File: config.mk
export PLATFORM = sky130hd
export DESIGN_NAME = cntr_pair_packer_flat
export DESIGN_NICKNAME = d
export VERILOG_FILES = /design/src/rtl/cntr_pkg.sv /design/src/rtl/cntr_pair_packer_if.sv /design/src/rtl/cntr_pair_packer_word_fifo.sv /design/src/rtl/cntr_pair_packer.sv /design/src/flat_wrapper.sv
export SDC_FILE = /design/constraint.sdc
export NUM_CORES = 1
export LEC_CHECK = 0
export CAP_MARGIN = 20
export CORE_MARGIN = 1.5
export CORE_UTILIZATION = 56
export DETAILED_ROUTE_END_ITERATION = 10
export PLACE_DENSITY = 0.76
export SLEW_MARGIN = 10
export SYNTH_ARGS = -nofsm -noshare
export SYNTH_HDL_FRONTEND = slang
export SYNTH_SLANG_ARGS = --single-unit
File: constraint.sdc
create_clock -name clk -period 2.97 [get_ports clk]
set_input_delay 0.891 -clock clk [delete_from_list [all_inputs] [get_ports clk]]
set_output_delay 0.891 -clock clk [all_outputs]
set_load 0.005 [all_outputs]
File: src/rtl/cntr_pkg.sv
// Shared constants, pairing FSM encoding and word packing for the counter pair packer.
package cntr_pkg;

  localparam int unsigned CNTR_W = 10;
  localparam int unsigned SEQ_W  = 6;
  localparam int unsigned WORD_W = 32;
  localparam int unsigned PAD_W  = WORD_W - SEQ_W - 2 * CNTR_W;

  typedef enum logic {
    IDLE,
    HAVE_FIRST
  } pair_state_e;

  // Word layout: {seq, first sample, zero pad, second sample}
  function automatic logic [WORD_W-1:0] pack_word(
    input logic [SEQ_W-1:0]  seq,
    input logic [CNTR_W-1:0] first,
    input logic [CNTR_W-1:0] second
  );
    return {seq, first, {PAD_W{1'b0}}, second};
  endfunction

endpackage

File: src/rtl/cntr_pair_packer_if.sv
// Sample input stream and show-ahead readout port of the counter pair packer.
interface cntr_pair_packer_if;
  import cntr_pkg::*;

  logic [CNTR_W-1:0] cntr;
  logic              cntr_valid;
  logic [WORD_W-1:0] data_out;
  logic              data_out_valid;
  logic              data_out_read;

  // Producer of samples and consumer of words
  modport master (
    output cntr, cntr_valid, data_out_read,
    input  data_out, data_out_valid
  );

  // The packer itself
  modport slave (
    input  cntr, cntr_valid, data_out_read,
    output data_out, data_out_valid
  );

endinterface

File: src/rtl/cntr_pair_packer_word_fifo.sv
// Synchronous show-ahead word FIFO; head is presented combinationally, zero when empty.
module word_fifo
  import cntr_pkg::*;
#(
  parameter int unsigned DEPTH = 16,
  parameter int unsigned WIDTH = WORD_W
) (
  input  logic             clk,
  input  logic             rst_n,
  input  logic             wr_en,
  input  logic [WIDTH-1:0] wr_data,
  input  logic             rd_en,
  output logic [WIDTH-1:0] rd_data,
  output logic             empty,
  output logic             full
);

  localparam int unsigned AW = $clog2(DEPTH);
  localparam logic [AW:0] DEPTH_CNT = (AW + 1)'(DEPTH);

  logic [WIDTH-1:0] mem_q [DEPTH];
  logic [WIDTH-1:0] mem_d [DEPTH];
  logic [AW-1:0]    wr_ptr_q, wr_ptr_d;
  logic [AW-1:0]    rd_ptr_q, rd_ptr_d;
  logic [AW:0]      count_q, count_d;
  logic             rd_accept;
  logic             wr_accept;

  assign empty   = (count_q == '0);
  assign full    = (count_q == DEPTH_CNT);
  assign rd_data = empty ? '0 : mem_q[rd_ptr_q];

  // Accept pops only when data exists; a write into a full FIFO is allowed only
  // when the head is leaving on the same edge (the slot being written is the head).
  always_comb begin
    mem_d     = mem_q;
    wr_ptr_d  = wr_ptr_q;
    rd_ptr_d  = rd_ptr_q;
    count_d   = count_q;
    rd_accept = rd_en && !empty;
    wr_accept = wr_en && (!full || rd_accept);
    if (wr_accept) begin
      mem_d[wr_ptr_q] = wr_data;
      wr_ptr_d        = wr_ptr_q + 1'b1;
    end
    if (rd_accept) begin
      rd_ptr_d = rd_ptr_q + 1'b1;
    end
    case ({wr_accept, rd_accept})
      2'b10:   count_d = count_q + 1'b1;
      2'b01:   count_d = count_q - 1'b1;
      default: count_d = count_q;
    endcase
  end

  // Storage, pointers and occupancy
  always_ff @(posedge clk or negedge rst_n) begin
    if (!rst_n) begin
      mem_q    <= '{default: '0};
      wr_ptr_q <= '0;
      rd_ptr_q <= '0;
      count_q  <= '0;
    end else begin
      mem_q    <= mem_d;
      wr_ptr_q <= wr_ptr_d;
      rd_ptr_q <= rd_ptr_d;
      count_q  <= count_d;
    end
  end

endmodule

File: src/rtl/cntr_pair_packer.sv
// Pairs consecutive counter samples into sequence-numbered words and buffers them for readout.
module cntr_pair_packer
  import cntr_pkg::*;
#(
  parameter int unsigned FIFO_DEPTH = 16
) (
  input  logic               clk,
  input  logic               rst,
  cntr_pair_packer_if.slave  bus
);

  pair_state_e       state_q, state_d;
  logic [CNTR_W-1:0] first_q, first_d;
  logic [SEQ_W-1:0]  seq_q, seq_d;
  logic              push;
  logic              fifo_wr;
  logic [WORD_W-1:0] push_word;
  logic              fifo_empty;
  logic              fifo_full;

  // State, held first sample and sequence number
  always_ff @(posedge clk or negedge rst) begin
    if (!rst) begin
      state_q <= IDLE;
      first_q <= '0;
      seq_q   <= '0;
    end else begin
      state_q <= state_d;
      first_q <= first_d;
      seq_q   <= seq_d;
    end
  end

  // Each strobe toggles between waiting for the first and the second sample
  always_comb begin
    state_d = state_q;
    case (state_q)
      IDLE:       if (bus.cntr_valid) state_d = HAVE_FIRST;
      HAVE_FIRST: if (bus.cntr_valid) state_d = IDLE;
      default:    state_d = IDLE;
    endcase
  end

  // Capture the first sample; on the second, emit the word and advance seq even if it is dropped
  always_comb begin
    first_d   = first_q;
    seq_d     = seq_q;
    push      = 1'b0;
    push_word = pack_word(seq_q, first_q, bus.cntr);
    case (state_q)
      IDLE: begin
        if (bus.cntr_valid) first_d = bus.cntr;
      end
      HAVE_FIRST: begin
        if (bus.cntr_valid) begin
          push  = 1'b1;
          seq_d = seq_q + 1'b1;
        end
      end
      default: ;
    endcase
  end

  // Drop on full unless a pop frees the head slot on the same edge
  assign fifo_wr = push && (!fifo_full || (bus.data_out_read && !fifo_empty));

  word_fifo #(
    .DEPTH (FIFO_DEPTH),
    .WIDTH (WORD_W)
  ) u_fifo (
    .clk     (clk),
    .rst_n   (rst),
    .wr_en   (fifo_wr),
    .wr_data (push_word),
    .rd_en   (bus.data_out_read),
    .rd_data (bus.data_out),
    .empty   (fifo_empty),
    .full    (fifo_full)
  );

  assign bus.data_out_valid = !fifo_empty;

endmodule

File: src/flat_wrapper.sv
// flat-port wrapper written by rule: the top's interface ports become plain ports
module cntr_pair_packer_flat import cntr_pkg::*;
#(
  parameter int unsigned FIFO_DEPTH = 16
)
  (clk, rst, bus_cntr, bus_cntr_valid, bus_data_out_read, bus_data_out, bus_data_out_valid);
  cntr_pair_packer_if bus_i ();
  input  logic clk;
  input  logic rst;
  input wire logic [$bits(bus_i.cntr)-1:0] bus_cntr;
  input wire logic [$bits(bus_i.cntr_valid)-1:0] bus_cntr_valid;
  input wire logic [$bits(bus_i.data_out_read)-1:0] bus_data_out_read;
  output wire logic [$bits(bus_i.data_out)-1:0] bus_data_out;
  output wire logic [$bits(bus_i.data_out_valid)-1:0] bus_data_out_valid;
  assign bus_i.cntr = bus_cntr;
  assign bus_i.cntr_valid = bus_cntr_valid;
  assign bus_i.data_out_read = bus_data_out_read;
  assign bus_data_out = bus_i.data_out;
  assign bus_data_out_valid = bus_i.data_out_valid;
  cntr_pair_packer #(.FIFO_DEPTH(FIFO_DEPTH)) u_core (.clk(clk), .rst(rst), .bus(bus_i));
endmodule
==> results of run 1 <==
-- final cells by class --
cell class | count | area share
well taps | 468 | 0.02366
clock buffers | 76 | 0.05931
repair buffers | 204 | 0.1018
clock inverters | 10 | 0.004804
inverters | 7 | 0.001062
multi-input cells | 705 | 0.3580
flip-flops and latches | 446 | 0.4514
-- state kept, by name, indices dropped and copies added, names as in the netlist --
name and count:
u_core.u_fifo.mem_q 416, u_core.seq_q 6, u_core.u_fifo.rd_ptr_q 4, u_core.state_q 1
u_core.u_fifo.count_q 5, u_core.first_q 10, u_core.u_fifo.wr_ptr_q 4
-- timing repair --
action,CTS,global route
setup buffers,43,1
cloned,8,1
endpoints found under the setup margin,27,28
pin swaps,15,8
gates resized for setup,105,23
endpoints found under the hold margin,0,0
-- cell usage after synthesis (2+ instances only) --
library cell	count
o21ai_0	2
nand2_2	5
buf_2	16
nand4_1	5
mux4_2	104
nor4b_2	2
ha_1	12
mux2_4	11
clkbuf_8	12
xnor2_1	10
nand2_1	10
a221o_1	26
nor2_1	5
buf_1	4
dfrtp_1	446
buf_4	6
buf_6	22
and2b_1	17
inv_1	7
nor3_4	8
xor2_1	7
mux2_2	445
nor2b_1	9
clkbuf_1	49
-- metal layers --
metal | share of wire | up-vias | track usage
li1 | - | 5018 | -
met1 | 0.42 | 6398 | 0.3653
met2 | 0.51 | 250 | 0.4583
met3 | 0.041 | 83 | 0.04611
met4 | 0.027 | 0 | 0.08728
met5 | 0 | - | 0
-- where the power goes --
group | leakage (nW) | internal [mW] | total (mW) | switching, mW
clock | 0.785 | 3.56 | 5.98 | 2.42
combinational | 4.73 | 7.07 | 11.4 | 4.33
sequential | 5.74 | 8.68 | 10.6 | 1.92
total | 11.3 | 19.3 | 28.0 | 8.67
-- kinds of logic (layout without fill, tap and decap cells) --
| family | Yosys count | after routing | synth area share |
|---|---|---|---|
| simple gates | 74 | 74 | 0.02935 |
| buf+inv | 118 | 297 | 0.03804 |
| fa+ha+maj | 12 | 12 | 0.007246 |
| flops | 446 | 446 | 0.5386 |
| compound gates | 36 | 36 | 0.01649 |
| xor+xnor | 17 | 17 | 0.007186 |
| other cells | 1 | 6 | 0.0001810 |
| mux | 560 | 560 | 0.3629 |
-- path summary, 6_finish.rpt --
kind                                            from                  endpoint  slack (ns)
setup / recovery           u_core.u_fifo.rd_ptr_q[0]           bus_data_out[8]       -0.72
max in group asynchronous                        rst   u_core.u_fifo.mem_q[72]        1.82
hold reg to reg             u_core.u_fifo.mem_q[308]  u_core.u_fifo.mem_q[308]        0.50
min in group clk            u_core.u_fifo.mem_q[308]  u_core.u_fifo.mem_q[308]        0.50
setup reg to reg            u_core.u_fifo.count_q[1]  u_core.u_fifo.count_q[4]        0.11
hold / removal                                   rst  u_core.u_fifo.mem_q[444]        0.25
-- metrics by stage --
stage | setup WS, ns | setup TNS [ns] | utilization
6_report | -0.7187 | -16.47 | 0.6775
5_1_grt | -0.7667 | -17.93 | 0.6775
4_1_cts | -0.7395 | -18.41 | 0.6802
3_5_place_dp | -0.3302 | -45.84 | 0.6164
3_3_place_gp | -0.3119 | -41.69 | 0.6164
2_1_floorplan | 0.006164 | 0 | -
==> summary.md, run 1 <==
| Metric | Value |
|---|---|
| ANT cells | `0` |
| Critical path depth | `8` |
| Synth Area per Inst | `between 15 and 20 sq um` |
| Buf+Inv Stages, Crit Path | `5` |
| Slew headroom | `0.4364` |
| Antenna Violating Nets Remaining | `0` |
| Power density cells | `1131 nW/um^2` |
| RSZ-0062 raised after global routing | `true` |
| Flops & latches, synth | `446` |
| Residual DRC | `0` |
| CTS root buffer | `clkbuf_16` |
| Port Buffer Count | `40` |
| Main synth FF type | `dfrtp_1` |
| CP most frequent cell | `buf_12` |
| Total gr overflow | `0` |
| Most frequent cells in the layout | `443 x dfrtp_1, 435 x mux2_2, 104 x mux4_2, 79 x buf_4, 60 x buf_12` |
| Total Power Consumption | `around 28 mW` |
| Maximum clock path buffer count | `3` |
| PnR worst setup slack | `-0.7187 ns` |
| Fill count | `2,377` |
| MaxCap Viol Count | `0` |
| Final count of hold timing violations | `0` |
| Yosys cell types | `48` |
| Vias | `11,750` |
| Initial DRT Pass Iterations | `5` |
| Clk_lat worst skew | `approximately 0.58 ns` |
| Placed Cells | `around 1,800` |
| CTS tree | `done` |
| DRT iter0 DRCs | `between 600 and 700` |
| CTS buffer count | `47` |
| Reg area | `11,170 sq um` |
| CP Launch Type | `flip-flop` |
| Crit-path max FO | `7` |
| Final Non-Filler Cells | `1,916` |
| FF-to-FF path depth | `12` |
| Highest Clock Rate | `0.2711 GHz` |
| # hold bufs at CTS | `0` |
| Layout Nets | `approximately 1,400` |
| Final instance area | `roughly 25,000 sq um` |
| Worst Tran Pin Value | `0.8428 ns` |
| Worst clock skew | `roughly 0.014 ns` |
| Vias per cell | `slightly above 6` |
| CP cell instances | `buf_12, buf_12, buf_8, buf_6, mux4_2, mux2_4, a221o_1, buf_2` |
| Fin Hold WS | `0.2490 ns` |
| WL final | `roughly 50 mm` |
| Result of the run | `complete, but fails checks` |
| Peak per-stage delay on the critical path | `approximately 0.48 ns` |
| CP endpoint kind | `output port` |
| Period Utilization, post-route | `1.242` |
| Post-Syn Area | `20,720 sq um` |
| Die X | `195.4 um` |
| Final Wtd Congestion | `~0.77` |
| Initial antenna violation count | `0` |
| Synth top area share | `0.5386` |
| DR WL/cell | `25.96 um` |
| Post-Syn Instances | `roughly 1,300` |
| Seq/Total Area, Yosys | `0.5386` |
| Ys async rst share | `1.000` |
| DP HPWL | `roughly 29 mm` |
| Die ar. | `38,160 sq um` |
| Post-synth EDFFs | `0` |
| Most common cell after layout, fill and taps aside | `dfrtp_1` |
| Area Overhead vs Synth | `19.43%` |
| Failing checks | `setup timing` |
| Clock transition at path regs | `0.06 ns` |
| CP max stage cell | `dfrtp_4` |
| Fin. max-slew vios | `0` |
| Die height | `about 200 um` |
| Placement Rows | `70` |
| Vias in the first global route | `approximately 13,000` |
| H-tree depth | `2` |
| Worst hold path class | `input port to asynchronous set/reset pin` |
| Multi-input gate area | `between 8000 and 9000 sq um` |
| Clock sink count | `approximately 450` |
| First-pass GRT wire length | `between 70 and 80 mm` |
| Required @ worst endpoint | `~2.1 ns` |
| Placed Area | `between 20,000 and 25,000 sq um` |
| CP arrival | `about 2.8 ns` |
| Initial Utilization | `0.5673` |
| Worst vdd ir | `just over 600 uV` |
| Proportion of layout cells with a drive suffix above 1 | `0.5898` |
| Synth top area cells | `dfrtp_1 54%, mux2_2 24%, mux4_2 11%` |
| Largest net degree at the start of global routing | `68` |
| IO Pins | `47` |
| Leading area contributor after synthesis | `dfrtp_1` |
| Final setup vio count | `27` |
| Total Routing Usage GR | `0.2729` |
| CP Class | `flip-flop to output port` |
| YS warnings | `0` |
| Min cycle time layout | `about 3.7 ns` |
| Core area | `roughly 37,000 sq um` |
| Leak pwr | `between 10 and 15 nW` |
| CP top delay family | `multiplexers` |
Note: power is estimated with default switching activity, not from simulation.
==> run 2, diff against run 1 <==
- CORE_ASPECT_RATIO: unset -> 0.5
==> summary.md, run 2 (synthesized netlist as in run 1, its figures left out) <==
| Metric | Value |
|---|---|
| Peak per-stage delay on the critical path | `0.49 ns` |
| CP endpoint kind | `output port` |
| DRT iter0 DRCs | `roughly 1,000` |
| Placed Area | `22,290 sq um` |
| ANT cells | `0` |
| Total gr overflow | `0` |
| CP Class | `flip-flop to output port` |
| Maximum clock path buffer count | `3` |
| Slew headroom | `0.4548` |
| Final setup vio count | `27` |
| # hold bufs at CTS | `0` |
| CP max stage cell | `dfrtp_4` |
| Final Wtd Congestion | `a little under 0.8` |
| Largest registers | `u_core.u_fifo.mem_q: 416 flops, u_core.first_q: 10 flops, u_core.seq_q: 6 flops` |
| Crit-path max FO | `5` |
| Placed Cells | `approximately 1,800` |
| WL final | `~52 mm` |
| Failing checks | `setup timing` |
| IO Pins | `47` |
| Vias in the first global route | `13,000` |
| Highest Clock Rate | `~0.28 GHz` |
| Worst vdd ir | `445.3 uV` |
| Max FFs per register | `roughly 420` |
| Antenna Violating Nets Remaining | `0` |
| DP HPWL | `~30 mm` |
| CTS root buffer | `clkbuf_16` |
| Vias | `around 12,000` |
| Vias per cell | `~6.3` |
| Largest Register | `u_core.u_fifo.mem_q` |
| First-pass GRT wire length | `around 80 mm` |
| CTS buffer count | `40` |
| Leak pwr | `11.10 nW` |
| Clk_lat worst skew | `0.56 ns` |
| Total Routing Usage GR | `0.2806` |
| CTS tree | `done` |
| Worst hold path class | `input port to asynchronous set/reset pin` |
| Min cycle time layout | `3.621 ns` |
| Power density cells | `1127 nW/um^2` |
| CP Launch Type | `flip-flop` |
| Required @ worst endpoint | `2.08 ns` |
| Clock transition at path regs | `0.06 ns` |
| Largest net degree at the start of global routing | `84` |
| CP arrival | `about 2.7 ns` |
| H-tree depth | `2` |
| Die height | `between 100 and 150 um` |
| Most common cell after layout, fill and taps aside | `dfrtp_1` |
| Most frequent cells in the layout | `443 x dfrtp_1, 428 x mux2_2, 104 x mux4_2, 78 x buf_4, 47 x buf_12` |
| CP cell instances | `buf_6, buf_12, buf_16, buf_4, mux4_2, mux2_2, a221o_1, buf_2` |
| Result of the run | `complete, but fails checks` |
| DR WL/cell | `between 20 and 30 um` |
| RSZ-0062 raised after global routing | `true` |
| Layout Nets | `1,424` |
| Fin Hold WS | `~0.29 ns` |
| Final Non-Filler Cells | `1,904` |
| Proportion of layout cells with a drive suffix above 1 | `0.5901` |
| Initial DRT Pass Iterations | `7` |
| Initial antenna violation count | `0` |
| Worst clock skew | `0.03206 ns` |
| Clock sink count | `446` |
| Final instance area | `approximately 24,000 sq um` |
| Residual DRC | `0` |
| Worst Tran Pin Value | `approximately 0.8 ns` |
| Period Utilization, post-route | `1.219` |
| Initial Utilization | `0.5728` |
| Setup TNS | `-15.10 ns` |
| Die ar. | `approximately 38,000 sq um` |
| Die X | `between 200 and 300 um` |
| PnR worst setup slack | `-0.6512 ns` |
| Total Power Consumption | `between 20 and 30 mW` |
| Buf+Inv Stages, Crit Path | `5` |
| Fin. max-slew vios | `0` |
| Final count of hold timing violations | `0` |
| Core area | `36,170 sq um` |
| Port Buffer Count | `40` |
| Area Overhead vs Synth | `17.59%` |
| Placement Rows | `49` |
| CP top delay family | `buffers and inverters` |
| MaxCap Viol Count | `0` |
-- run 2: changes by cell type in the layout (fill, tap and decap cells not counted), sizes merged --
cell,change
clkinv,-1
bufbuf,-1
nor2b,+3
bufinv,+2
buf,+9
clkbuf,-37
inv,-1
clkdlybuf4s15,-2
-- run 2: routing by layer --
layer  vias up  wire length (um)  GRT usage
li1       4944                 -          -
met1      6579             23150     0.4103
met2       374             24310     0.4312
met3        83              3381    0.05765
met4         0              1234    0.07593
met5         -                 0          0
-- run 2: area by class of cell --
cell class | instances | area (sq um)
well taps | 484 | 605.6
multi-input cells | 708 | 8950
clock inverters | 10 | 161.4
inverters | 7 | 26.28
clock buffers | 54 | 1156
flip-flops and latches | 446 | 11170
repair buffers | 195 | 2296
fillers | 2346 | 11810
-- run 2: timing repair --
item	CTS	global route
resized for setup	160	17
cloned	10	2
buffers inserted	31	16
endpoints found under the setup margin	27	29
pin swaps	15	16
-- run 2: worst reg2reg max path, stage by stage (launching register included) --
cell and delay (ns):
dfrtp_1 0.38, or4_4 0.58, buf_6 0.15, buf_4 0.12
buf_4 0.15, o21ai_4 0.16, ha_2 0.22, buf_4 0.15
or4bb_2 0.53, nand4_1 0.12, xnor2_1 0.13, o21ai_0 0.10
-- run 2: final timing paths --
| path | startpoint | to | slack [ns] | depth (start not counted) |
|---|---|---|---|---|
| setup / recovery | u_core.u_fifo.rd_ptr_q[0] | bus_data_out[30] | -0.65 | 8 |
| hold / removal | rst | u_core.u_fifo.mem_q[201] | 0.29 | 1 |
| setup reg to reg | u_core.u_fifo.count_q[0] | u_core.u_fifo.count_q[3] | 0.07 | 11 |
| hold reg to reg | u_core.u_fifo.mem_q[279] | u_core.u_fifo.mem_q[279] | 0.50 | 1 |
| max in group asynchronous | rst | u_core.u_fifo.mem_q[441] | 1.81 | 2 |
| min in group clk | u_core.u_fifo.mem_q[279] | u_core.u_fifo.mem_q[279] | 0.50 | 1 |
-- run 2: report_power, final --
part,internal [mW],total [mW],switching (mW)
Sequential,8.67,10.6,1.95
Clock,3.07,5.34,2.28
Combinational,6.97,11.5,4.50
Total,18.7,27.4,8.73
-- run 2: through the flow --
| step | utilization | worst slack [ns] |
|---|---|---|
| 2_1_floorplan | - | 0.006164 |
| 3_3_place_gp | 0.6162 | -0.3293 |
| 3_5_place_dp | 0.6162 | -0.3351 |
| 4_1_cts | 0.6693 | -0.6777 |
| 5_1_grt | 0.6736 | -0.7104 |
| 6_report | 0.6736 | -0.6512 |
